$ cat config.mk
export PLATFORM = sky130hd
export DESIGN_NAME = alu_share_arbiter_flat
export DESIGN_NICKNAME = d
export VERILOG_FILES = /design/src/rtl/alu_share_arbiter_if.sv /design/src/rtl/alu_share_arbiter.sv /design/src/flat_wrapper.sv
export SDC_FILE = /design/constraint.sdc
export NUM_CORES = 1
export LEC_CHECK = 0
export CAP_MARGIN = 25
export CELL_PAD_IN_SITES_DETAIL_PLACEMENT = 0
export CELL_PAD_IN_SITES_GLOBAL_PLACEMENT = 2
export CORE_UTILIZATION = 32
export DETAILED_ROUTE_END_ITERATION = 16
export HOLD_SLACK_MARGIN = 0.08
export PLACE_DENSITY_LB_ADDON = 0.05
export SYNTH_ARGS = -nofsm -noshare
export SYNTH_HDL_FRONTEND = slang
export SYNTH_SLANG_ARGS = --single-unit
export TNS_END_PERCENT = 10
$ cat constraint.sdc
create_clock -name clk -period 3.7 [get_ports clk]
set_input_delay 0.555 -clock clk [delete_from_list [all_inputs] [get_ports clk]]
set_output_delay 0.555 -clock clk [all_outputs]
set_load 0.005 [all_outputs]
$ cat src/rtl/alu_share_arbiter_if.sv
// Request/response bundle between two ALU clients and the shared ALU arbiter.
// The master side is the pair of requesters, the slave side is the arbiter.
interface alu_share_arbiter_if #(
  parameter int unsigned CNT_W = 16
);
  logic              req0_valid;
  logic              req0_ready;
  logic [31:0]       req0_a;
  logic [31:0]       req0_b;
  logic [3:0]        req0_ctrl;

  logic              req1_valid;
  logic              req1_ready;
  logic [31:0]       req1_a;
  logic [31:0]       req1_b;
  logic [3:0]        req1_ctrl;

  logic              rsp0_valid;
  logic              rsp0_ready;
  logic              rsp1_valid;
  logic              rsp1_ready;
  logic [31:0]       rsp_result;
  logic              rsp_zero;
  logic              rsp_err;

  logic              busy;
  logic [CNT_W-1:0]  op_count;

  modport master (
    output req0_valid, req0_a, req0_b, req0_ctrl,
    output req1_valid, req1_a, req1_b, req1_ctrl,
    output rsp0_ready, rsp1_ready,
    input  req0_ready, req1_ready,
    input  rsp0_valid, rsp1_valid, rsp_result, rsp_zero, rsp_err,
    input  busy, op_count
  );

  modport slave (
    input  req0_valid, req0_a, req0_b, req0_ctrl,
    input  req1_valid, req1_a, req1_b, req1_ctrl,
    input  rsp0_ready, rsp1_ready,
    output req0_ready, req1_ready,
    output rsp0_valid, rsp1_valid, rsp_result, rsp_zero, rsp_err,
    output busy, op_count
  );
endinterface

$ cat src/rtl/alu_share_arbiter.sv
// One 32-bit ALU shared by two requesters: round-robin grant, one operation in flight,
// registered operands and result, response routed back to the issuing requester.
module alu_share_arbiter #(
  parameter int unsigned CNT_W = 16
) (
  input logic                clk,
  input logic                rst_n,
  alu_share_arbiter_if.slave bus
);

  localparam logic [1:0] StIdle = 2'd0;
  localparam logic [1:0] StExec = 2'd1;
  localparam logic [1:0] StResp = 2'd2;

  localparam logic [3:0] CtrlAnd = 4'b0000;
  localparam logic [3:0] CtrlOr  = 4'b0001;
  localparam logic [3:0] CtrlAdd = 4'b0010;
  localparam logic [3:0] CtrlSub = 4'b0110;
  localparam logic [3:0] CtrlSlt = 4'b0111;
  localparam logic [3:0] CtrlNor = 4'b1100;

  logic [1:0]       state_q, state_d;
  logic             last_grant_q;
  logic             owner_q;
  logic [31:0]      a_q;
  logic [31:0]      b_q;
  logic [3:0]       ctrl_q;
  logic [31:0]      result_q;
  logic             zero_q;
  logic             err_q;
  logic [CNT_W-1:0] op_count_q;

  logic             grant;
  logic             grant_valid;
  logic             req_hs;
  logic             rsp_hs;
  logic [31:0]      alu_result;
  logic             alu_err;
  logic             alu_zero;

  // Round-robin: on contention the requester that did not win last time goes next.
  always_comb begin
    grant_valid = bus.req0_valid | bus.req1_valid;
    if (bus.req0_valid && bus.req1_valid) begin
      grant = ~last_grant_q;
    end else begin
      grant = bus.req1_valid;
    end
  end

  // rst_n gate keeps both readies low while reset is held, even with valids up.
  assign req_hs         = rst_n && (state_q == StIdle) && grant_valid;
  assign bus.req0_ready = req_hs && !grant;
  assign bus.req1_ready = req_hs && grant;

  assign rsp_hs = (state_q == StResp) && (owner_q ? bus.rsp1_ready : bus.rsp0_ready);

  // Combinational ALU fed only from the latched operand registers.
  always_comb begin
    alu_result = 32'd0;
    alu_err    = 1'b0;
    case (ctrl_q)
      CtrlAnd: alu_result = a_q & b_q;
      CtrlOr:  alu_result = a_q | b_q;
      CtrlAdd: alu_result = a_q + b_q;
      CtrlSub: alu_result = a_q - b_q;
      CtrlSlt: alu_result = {31'd0, (a_q < b_q)};
      CtrlNor: alu_result = ~(a_q | b_q);
      default: begin
        alu_result = 32'd0;
        alu_err    = 1'b1;
      end
    endcase
    alu_zero = (alu_result == 32'd0);
  end

  always_comb begin
    state_d = state_q;
    case (state_q)
      StIdle: begin
        if (req_hs) begin
          state_d = StExec;
        end
      end
      StExec: begin
        state_d = StResp;
      end
      StResp: begin
        if (rsp_hs) begin
          state_d = StIdle;
        end
      end
      default: begin
        state_d = StIdle;
      end
    endcase
  end

  always_ff @(posedge clk or negedge rst_n) begin
    if (!rst_n) begin
      state_q <= StIdle;
    end else begin
      state_q <= state_d;
    end
  end

  // Operand capture at the request handshake.
  always_ff @(posedge clk or negedge rst_n) begin
    if (!rst_n) begin
      last_grant_q <= 1'b1;
      owner_q      <= 1'b0;
      a_q          <= 32'd0;
      b_q          <= 32'd0;
      ctrl_q       <= 4'd0;
    end else if (req_hs) begin
      last_grant_q <= grant;
      owner_q      <= grant;
      a_q          <= grant ? bus.req1_a : bus.req0_a;
      b_q          <= grant ? bus.req1_b : bus.req0_b;
      ctrl_q       <= grant ? bus.req1_ctrl : bus.req0_ctrl;
    end
  end

  // Result registers load only in EXEC, so they hold through RESP until the handshake.
  always_ff @(posedge clk or negedge rst_n) begin
    if (!rst_n) begin
      result_q <= 32'd0;
      zero_q   <= 1'b0;
      err_q    <= 1'b0;
    end else if (state_q == StExec) begin
      result_q <= alu_result;
      zero_q   <= alu_zero;
      err_q    <= alu_err;
    end
  end

  always_ff @(posedge clk or negedge rst_n) begin
    if (!rst_n) begin
      op_count_q <= '0;
    end else if (rsp_hs) begin
      op_count_q <= op_count_q + CNT_W'(1);
    end
  end

  assign bus.rsp0_valid = (state_q == StResp) && !owner_q;
  assign bus.rsp1_valid = (state_q == StResp) && owner_q;
  assign bus.rsp_result = result_q;
  assign bus.rsp_zero   = zero_q;
  assign bus.rsp_err    = err_q;
  assign bus.busy       = (state_q != StIdle);
  assign bus.op_count   = op_count_q;

endmodule

$ cat src/flat_wrapper.sv
// flat-port wrapper written by rule: the top's interface ports become plain ports
module alu_share_arbiter_flat 
#(
  parameter int unsigned CNT_W = 16
)
  (clk, rst_n, bus_req0_valid, bus_req0_a, bus_req0_b, bus_req0_ctrl, bus_req1_valid, bus_req1_a, bus_req1_b, bus_req1_ctrl, bus_rsp0_ready, bus_rsp1_ready, bus_req0_ready, bus_req1_ready, bus_rsp0_valid, bus_rsp1_valid, bus_rsp_result, bus_rsp_zero, bus_rsp_err, bus_busy, bus_op_count);
  alu_share_arbiter_if #(.CNT_W(CNT_W)) bus_i ();
  input logic clk;
  input logic rst_n;
  input wire logic [$bits(bus_i.req0_valid)-1:0] bus_req0_valid;
  input wire logic [$bits(bus_i.req0_a)-1:0] bus_req0_a;
  input wire logic [$bits(bus_i.req0_b)-1:0] bus_req0_b;
  input wire logic [$bits(bus_i.req0_ctrl)-1:0] bus_req0_ctrl;
  input wire logic [$bits(bus_i.req1_valid)-1:0] bus_req1_valid;
  input wire logic [$bits(bus_i.req1_a)-1:0] bus_req1_a;
  input wire logic [$bits(bus_i.req1_b)-1:0] bus_req1_b;
  input wire logic [$bits(bus_i.req1_ctrl)-1:0] bus_req1_ctrl;
  input wire logic [$bits(bus_i.rsp0_ready)-1:0] bus_rsp0_ready;
  input wire logic [$bits(bus_i.rsp1_ready)-1:0] bus_rsp1_ready;
  output wire logic [$bits(bus_i.req0_ready)-1:0] bus_req0_ready;
  output wire logic [$bits(bus_i.req1_ready)-1:0] bus_req1_ready;
  output wire logic [$bits(bus_i.rsp0_valid)-1:0] bus_rsp0_valid;
  output wire logic [$bits(bus_i.rsp1_valid)-1:0] bus_rsp1_valid;
  output wire logic [$bits(bus_i.rsp_result)-1:0] bus_rsp_result;
  output wire logic [$bits(bus_i.rsp_zero)-1:0] bus_rsp_zero;
  output wire logic [$bits(bus_i.rsp_err)-1:0] bus_rsp_err;
  output wire logic [$bits(bus_i.busy)-1:0] bus_busy;
  output wire logic [$bits(bus_i.op_count)-1:0] bus_op_count;
  assign bus_i.req0_valid = bus_req0_valid;
  assign bus_i.req0_a = bus_req0_a;
  assign bus_i.req0_b = bus_req0_b;
  assign bus_i.req0_ctrl = bus_req0_ctrl;
  assign bus_i.req1_valid = bus_req1_valid;
  assign bus_i.req1_a = bus_req1_a;
  assign bus_i.req1_b = bus_req1_b;
  assign bus_i.req1_ctrl = bus_req1_ctrl;
  assign bus_i.rsp0_ready = bus_rsp0_ready;
  assign bus_i.rsp1_ready = bus_rsp1_ready;
  assign bus_req0_ready = bus_i.req0_ready;
  assign bus_req1_ready = bus_i.req1_ready;
  assign bus_rsp0_valid = bus_i.rsp0_valid;
  assign bus_rsp1_valid = bus_i.rsp1_valid;
  assign bus_rsp_result = bus_i.rsp_result;
  assign bus_rsp_zero = bus_i.rsp_zero;
  assign bus_rsp_err = bus_i.rsp_err;
  assign bus_busy = bus_i.busy;
  assign bus_op_count = bus_i.op_count;
  alu_share_arbiter #(.CNT_W(CNT_W)) u_core (.clk(clk), .rst_n(rst_n), .bus(bus_i));
endmodule
==> impl_summary.md, run 1 <==
Status
The run finished with clean final reports.

STA
The number of failing setup endpoints in the final timing report is 0. The minimum clock period is 3.682 ns. The number of max-slew violations in the final report was 0.

Clock skew on the completed layout was measured at around 0.013 ns. The number of failing hold endpoints at the final stage is 0. In this run the tightest slew margin relative to its limit is 0.3953. The top achievable clock speed is roughly 270 MHz.

The actual transition at the worst max-transition pin is about 0.9 ns. The final period utilization is 0.9951. Setup repair after global routing could not meet its margin everywhere.

Yosys
The adder-cell area share of the yosys netlist is 0.1259. The share of synthesized area spent on multiplexers is 0.06847. The dominant synthesized flop cell is sky130_fd_sc_hd__dfrtp_1. Of the total synthesized cell area, the portion taken by AND, OR, NAND and NOR gates is 0.1774. Yosys mapped a number of flops with a built-in enable equal to 0. The synthesized netlist occupies a cell area of ~0.011 mm². After synthesis, the netlist uses 86 different library cells. The flip-flop and latch count after synthesis is 122. The commonest cells after synthesis are 173 x sky130_fd_sc_hd__nand2_1, 126 x sky130_fd_sc_hd__o21ai_0, 121 x sky130_fd_sc_hd__dfrtp_1. Counting every instance in the synthesized netlist gives between 1000 and 1500. For this run, the number of Yosys warnings is 0. Of the total synthesized cell area, the portion taken by XOR and XNOR cells is 0.01452.

After synthesis, the largest family of logic cells by area is compound AO/OA/AOI/OAI gates. Each instance of the synthesized netlist takes up on average roughly 8 µm². For this run, asynchronously set or reset flops after synthesis account for 1.000. In the post-synthesis netlist, the biggest area contributors are sky130_fd_sc_hd__dfrtp_1 28%, sky130_fd_sc_hd__ha_1 12%, sky130_fd_sc_hd__mux2i_1 6.6%. The most common cell in the netlist is sky130_fd_sc_hd__nand2_1. The compound-cell area share of the yosys netlist was 0.2681. The biggest area consumer among synthesized cells is sky130_fd_sc_hd__dfrtp_1. Synthesis produced a netlist with a net count of approximately 1600. The share of the Yosys chip area taken by registers is 0.2814. The portion of synthesized cell area occupied by the leading cell type is 0.2790.

Power and ir drop
Across the VDD grid, the largest voltage drop is 0.0004179 V. Of the total power, the share spent switching nets is 0.4966. The share of total power dissipated in the clock network is 0.104. The overall power is ~0.017 W.

The part of the total power dissipated in combinational logic is 0.753. The switching power total is 0.008207 W. Of the total power, registers draw 0.144. For this design the static power due to leakage is between 7 and 8 nW.

The cell-internal power is about 0.0083 W. Power spread over the standard cell area amounts to between 1000 and 1500 mW/mm².

Detailed routing
The detailed router finished its first iteration with just over 800 violations. The final route contains ~11000 vias. Before antenna repair, the detailed router went through 5 iterations. In the final routed layout, each cell accounts on average for around 20 µm. The count of nets left with antenna violations after detail routing is 0. The detailed-route wire length is between 40000 and 50000 µm. Using the TritonRoute via totals, the vias-per-cell ratio works out to between 5 and 6. The count of unresolved DRC violations after routing is 0.

Clock tree
TritonCTS built the clock tree. The clock passes through at most 2 buffers. Clock-pin slew was measured on the worst setup and hold paths at approximately 0.07 ns. Clock latency on the worst-skew pair, taken at its later pin, is approximately 0.45 ns.

The sink count of the clock tree is between 100 and 150. The clock tree synthesis step divided the H-tree into 4 levels. The TritonCTS buffer count is 17. The root buffer cell chosen for the clock tree is sky130_fd_sc_hd__clkbuf_16.

Global route
The number of global-route vias before repair was around 11000. In the global route stage, overall resource usage came out at 0.2509. Entering global routing, the biggest net connects 80 pins. The number of antenna violations at the first check in global routing came to 0.

Global routing finished with a remaining overflow of 0. The first global-routing pass estimated approximately 64000 µm of wire.

Die
The starting utilization of the core area is 0.3245. The floorplan step defined a die boundary enclosing 0.03466 mm². During I/O placement, the number of pins put on the boundary was slightly below 200. The floorplan core area is around 0.033 mm². The count of standard-cell rows is 67. From bottom edge to top edge, the die measures roughly 190 µm. The width of the die is about 190 µm.

Layout
The number of nets in the layout is 1955. The number of antenna diodes is 0. The filler cells instantiated in the layout total 3375. The final core area utilization is 0.4678.

From synthesis to final layout, the design area changed by 44.15%. The fraction of final layout cells with drive strength greater than 1 is 0.1950.

Min path
In this run the worst hold path is classified as flop to flop.

Setup path
Traced cell by cell, the critical path runs through inv_1, ha_4, buf_4, nand4_1, buf_4, a211oi_1, buf_4, nor2_1, a311oi_1, buf_4, nand4_1, a2111oi_4, nand4_1, nor4_2, a32o_1. The type of the worst setup path is flop to flop. Counting stages on the worst path, the most repeated cell is sky130_fd_sc_hd__buf_4.

The required time of the worst setup path is 4.09 ns. The largest stage delay on the critical path is 0.46 ns. STA classifies the critical path startpoint as a flop. Data arrives at the worst endpoint at between 4 and 5 ns. The kind of end point of the critical path is a flop. Of all nets on the critical path, the largest fanout is 4. The master of the slowest instance on the critical path is sky130_fd_sc_hd__dfrtp_1.

Place
The global placer's final weighted congestion is roughly 0.90. The detailed-placement wirelength estimate is around 35000 µm. The count of input and output buffers is 196.

Flow run
The number of max-cap violations is 0.
[what timing repair did]
item                       CTS  global route
buffers inserted             4             5
setup endpoints to repair    3             4
resized for setup           25            36
pin swaps                   10            16
hold endpoints to repair     4             0
hold buffers                 1             0
[kinds of logic after synthesis]
logic type | after synthesis
buffers and inverters | 175
and+or+nand+nor | 424
xor gates and xnor gates | 18
muxes | 74
DFF | 122
adders and majority gates | 108
AOI/OAI and AO/OA | 423
[registers in the layout, summed over array words and instances, names as in the netlist]
signal,count
u_core.state_q,2
u_core.last_grant_q,1
u_core.a_q,32
u_core.bus.op_count,16
u_core.ctrl_q,4
u_core.b_q,32
u_core.owner_q,1
u_core.bus.rsp_result,32
u_core.bus.rsp_err,1
u_core.bus.rsp_zero,1
[cell type report]
cell class	instances	area, µm²	share of cell area
clock buffer	18	439.2	0.02807
clock inverter	14	148.9	0.009516
inverter	99	374.1	0.02391
multi-input combinational	1047	7421	0.4743
sequential	122	3054	0.1952
tap	448	560.5	0.03583
timing repair buffer	418	3649	0.2332
[stage by stage]
| stage | hold WS, ns | area (µm²) | setup slack (ns) | std cells | TNS [ns] |
|---|---|---|---|---|---|
| detailed placement | 0.4600 | 14690 | -0.2982 | 2124 | -0.4094 |
| finish | 0.4725 | 15650 | 0.01803 | 2166 | 0 |
| global route | 0.4984 | 15650 | -0.1744 | 2166 | -0.2370 |
| CTS | 0.4804 | 15440 | 0.01919 | 2161 | 0 |
| floorplan | 0.2594 | 10850 | 0.4111 | 1344 | 0 |
| global placement | 0.4577 | 14690 | -0.2839 | 2124 | -0.2839 |
[layer usage]
metal	global-route usage	share of wire	routed length, µm	up-vias
li1	-	-	-	5573
met1	0.3927	0.53	22520	5182
met2	0.3373	0.39	16610	414
met3	0.04731	0.064	2747	46
met4	0.07639	0.019	809	0
met5	0	0	0	-
[power groups by stage]
| stage | Sequential (W) | Combinational [W] | Clock, W |
|---|---|---|---|
| detailed placement | 0.00240 | 0.0116 | 0 |
| global placement | 0.00236 | 0.0117 | 0 |
| CTS | 0.00237 | 0.0120 | 0.00176 |
| floorplan | 0.00231 | 0.00628 | 0 |
| global route | 0.00246 | 0.0135 | 0.00180 |
| finish | 0.00237 | 0.0124 | 0.00171 |
[path summary, 6_finish.rpt]
kind | startpoint | end | slack (ns) | depth (start not counted)
max | u_core.a_q[2] | u_core.bus.rsp_zero | 0.02 | 15
min | u_core.bus.rsp_result[19] | u_core.bus.rsp_result[19] | 0.47 | 2
max reg2reg | u_core.a_q[2] | u_core.bus.rsp_zero | 0.02 | 15
min reg2reg | u_core.bus.rsp_result[19] | u_core.bus.rsp_result[19] | 0.47 | 2
max in group asynchronous | rst_n | u_core.bus.rsp_result[17] | 1.64 | 3
min in group asynchronous | rst_n | u_core.bus.rsp_result[28] | 0.67 | 2
[placed cells by master, fill, tap and decap left out, drive strengths merged, types with 13 or more instances in the layout]
| cell type | count |
|---|---|
| a21o | 19 |
| a21oi | 83 |
| a221o | 20 |
| a221oi | 19 |
| buf | 222 |
| clkbuf | 18 |
| clkdlybuf4s50 | 195 |
| dfrtp | 121 |
| ha | 106 |
| inv | 106 |
| mux2i | 72 |
| nand2 | 173 |
| nand2b | 17 |
| nand3 | 20 |
| nand4 | 13 |
| nor2 | 100 |
| nor3 | 41 |
| o21ai | 131 |
| o31ai | 14 |
| xnor2 | 13 |
[worst max-delay path, delay by kind of cell (launching register included)]
kind	cells	cell delay (ns)
AO/OA/AOI/OAI	4	1.09
AND/OR/NAND/NOR	5	0.95
buffers and inverters	5	0.83
flip-flops	1	0.46
adder cells (fa/ha/maj)	1	0.30
(Power assumes the default switching activity.)
==> run 2: changes to the inputs <==
Clock period 3.7 ns to 3.5 ns, I/O delays scaled along.
==> impl_summary.md, run 2 (synthesized netlist as in run 1, its figures left out) <==
Global route
The global-route total usage across every layer is 0.2573 (+0.006369). The global-route congestion overflow total came to 0 (unchanged). The first-pass GRT wire length is 66060 µm (+2.6%). The number of antenna violations at the first check in global routing is 1 (+1).

The largest net degree at the start of global routing came to 73 (-8.8%). The number of global-route vias before repair is 11090 (+1.4%).

Layout
The number of nets in the layout is 2015 (+3.1%). In the layout the commonest cells are 279 x sky130_fd_sc_hd__buf_4, 195 x sky130_fd_sc_hd__clkdlybuf4s50_1, 172 x sky130_fd_sc_hd__nand2_1. The most frequent standard cell in the layout excluding fill and tap cells is sky130_fd_sc_hd__buf_4. Compared with the post-synthesis result, the final layout area differs by 48.82%. The fraction of final layout cells with drive strength greater than 1 came to 0.2278 (+0.03279). The number of inserted filler cells in the final layout is 3315 (-1.8%). The final core area utilization is 0.4829 (+0.01515). The number of antenna diodes is 0 (unchanged). The final instance area is 0.01615 mm² (+3.2%).

The final cell count without fillers came to 2226 (+2.8%).

Clock tree
The TritonCTS clock tree is done. The clock root buffer master is sky130_fd_sc_hd__clkbuf_16. The sink count of the clock tree is 122 (unchanged). The clock slew seen by the registers of the worst setup and hold paths is 0.06 ns (about the same). The clock insertion delay at the later pin of the skew report is 0.46 ns (about the same). The TritonCTS buffer count is 17 (unchanged).

The clock tree buffer depth is 2 (unchanged). The number of H-tree branching levels is 4 (unchanged).

Min path
The worst hold-check path type is flop to flop.

Flow run
The number of max-cap violations is 0 (unchanged).

Die
The floorplan core area is 0.03345 mm² (unchanged). The number of primary I/O pins is 197 (unchanged). The count of standard-cell rows came to 67 (unchanged). The area of the die is 0.03466 mm² (unchanged). The width of the die is 186.2 µm (unchanged). The starting utilization of the core area is 0.3245 (unchanged). The height of the die is 186.2 µm (unchanged).

Detailed routing
The detailed-route wire length on metal 1 came to 23090 µm (+2.5%). The number of detailed-routing iterations run before antenna repair is 5 (unchanged). The via count is 11560 (+3.1%). The detailed-route wire length is 43140 µm (+1.1%). The highest metal layer with signal wires is met5. The routed wire length per instance is 19.38 µm (-1.7%). The vias per cell is 5.194 (+0.32%). The count of unresolved DRC violations after routing is 0 (unchanged). The count of nets left with antenna violations after detail routing came to 0 (unchanged). The number of DRC markers in iteration 0 is 929 (+15%). The length of routed met3 wiring was 3037 µm (+11%). The routed length on met2 is 16460 µm (-0.90%).

Setup path
The maximum fanout count along the critical path is 6 (+2). The worst setup path is launched from a flop. The worst setup path is captured at a flop. By startpoint and endpoint, the worst setup path is classified as flop to flop. The critical path goes through inv_1, ha_4, buf_4, nand4_1, a21oi_2, or2_4, o211ai_1, buf_4, nor4_2, o21ai_1, a22o_1, or2_2, a41o_1, a32o_1. In this design, the critical path's most frequently occurring cell is sky130_fd_sc_hd__buf_4. The master of the slowest instance on the critical path is sky130_fd_sc_hd__dfrtp_1. The data arrival time of the critical path came to 3.92 ns (-0.15 ns). The required time of the worst setup path came to 3.84 ns (-0.25 ns). The largest stage delay on the critical path is 0.39 ns (-0.07 ns).

Power and ir drop
The worst IR drop on VDD is 0.0005757 V (+38%). The leakage power was 7.398 nW (+3.7%). The total power density per cell area is 1129 mW/mm² (+6.8%).

STA
The minimum clock period was 3.582 ns (-0.09993 ns). The number of failing setup endpoints in the final timing report came to 1 (+1). The final period utilization is 1.023 (+0.02831).

Setup repair after global routing could not meet its margin everywhere. The headroom to the max-slew limit came to 0.4404 (+0.04507). The number of failing hold endpoints at the final stage is 0 (unchanged). The actual transition at the worst max-transition pin is 0.8394 ns (-0.06269 ns). The top achievable clock speed is 279.2 MHz (+2.8%).

The number of max-slew violations in the final report is 0 (unchanged). The worst setup slack after layout is -0.08203 ns (-0.1001 ns). The final worst clock skew is 0.01605 ns (+0.003393 ns).

Place
The cell total after placement was 2178 (+2.5%). The instance area after placement is 0.01512 mm² (+2.9%). The global placer's final weighted congestion is 0.9484 (+4.8%). The detailed-placement wirelength estimate is 35150 µm (+1.1%).

The count of input and output buffers was 196 (unchanged).

Status
The final reports fail on setup timing. The flow ran to the end, but the final reports show violations.
==> run 2: changes by cell type in the layout (fill, tap and decap cells not counted), moves of 2 or more <==
cell	previous run	this run
sky130_fd_sc_hd__inv_8	3	1
sky130_fd_sc_hd__o21ai_0	122	120
sky130_fd_sc_hd__a21oi_4	1	3
sky130_fd_sc_hd__ha_2	5	3
sky130_fd_sc_hd__o21a_2	0	2
sky130_fd_sc_hd__o21a_1	9	7
sky130_fd_sc_hd__clkinv_2	0	4
sky130_fd_sc_hd__inv_1	93	91
sky130_fd_sc_hd__o21ai_1	8	10
sky130_fd_sc_hd__ha_4	3	10
sky130_fd_sc_hd__inv_2	4	6
sky130_fd_sc_hd__buf_4	219	279
sky130_fd_sc_hd__ha_1	98	93
==> run 2: metrics by stage <==
stage	hold WS, ns	setup TNS (ns)	total power (W)	setup WS (ns)
global route	0.5070	-0.5102	0.01961	-0.2445
floorplan	0.2294	0	0.009077	0.2111
finish	0.4735	-0.08203	0.01823	-0.08203
CTS	0.4784	0	0.01797	0.001130
detailed placement	0.4579	-0.7975	0.01544	-0.3313
global placement	0.4596	-0.4630	0.01542	-0.2895
==> run 2: power breakdown <==
group          switching (W)  total (W)  internal (W)
clock network       0.000772    0.00169      0.000914
logic                0.00759     0.0141       0.00647
registers           0.000493    0.00248       0.00199
==> run 2: timing repair <==
item	in CTS	in global routing
pin swaps	27	7
hold buffers	1	0
setup buffers	15	0
setup endpoints to repair	6	4
resized for setup	69	11
hold endpoints to repair	1	0
==> run 2: final timing paths <==
check / from / end / slack, ns / cells after the start
worst max-delay path: u_core.a_q[3] / u_core.bus.rsp_zero / -0.08 / 14
worst min-delay path: u_core.bus.rsp_result[19] / u_core.bus.rsp_result[19] / 0.47 / 2
worst max register to register: u_core.a_q[3] / u_core.bus.rsp_zero / -0.08 / 14
worst min register to register: u_core.bus.rsp_result[19] / u_core.bus.rsp_result[19] / 0.47 / 2
max in group asynchronous: rst_n / u_core.bus.rsp_result[15] / 1.92 / 3
min in group asynchronous: rst_n / u_core.last_grant_q / 0.75 / 2
==> run 2: area by class of cell <==
class | instances | area [µm²] | share of cell area
clock inverters | 15 | 115.1 | 0.007126
inverters | 99 | 374.1 | 0.02316
clock buffers | 17 | 425.4 | 0.02634
repair buffers | 478 | 4108 | 0.2543
flip-flops and latches | 122 | 3054 | 0.1891
well taps | 448 | 560.5 | 0.03470
multi-input cells | 1047 | 7516 | 0.4653
==> run 2: worst max-delay path, delay by kind of cell (launching register included) <==
family	cells	cell delay (ns)
compound gates	6	1.42
simple gates	4	0.92
flops	1	0.39
buf+inv	3	0.46
fa+ha+maj	1	0.27
==> run 2: per-layer routing <==
layer | vias to the layer above | GRT usage
met5 | - | 0
met4 | 2 | 0.06328
met3 | 31 | 0.05082
met2 | 412 | 0.3403
met1 | 5417 | 0.4114
li1 | 5700 | -
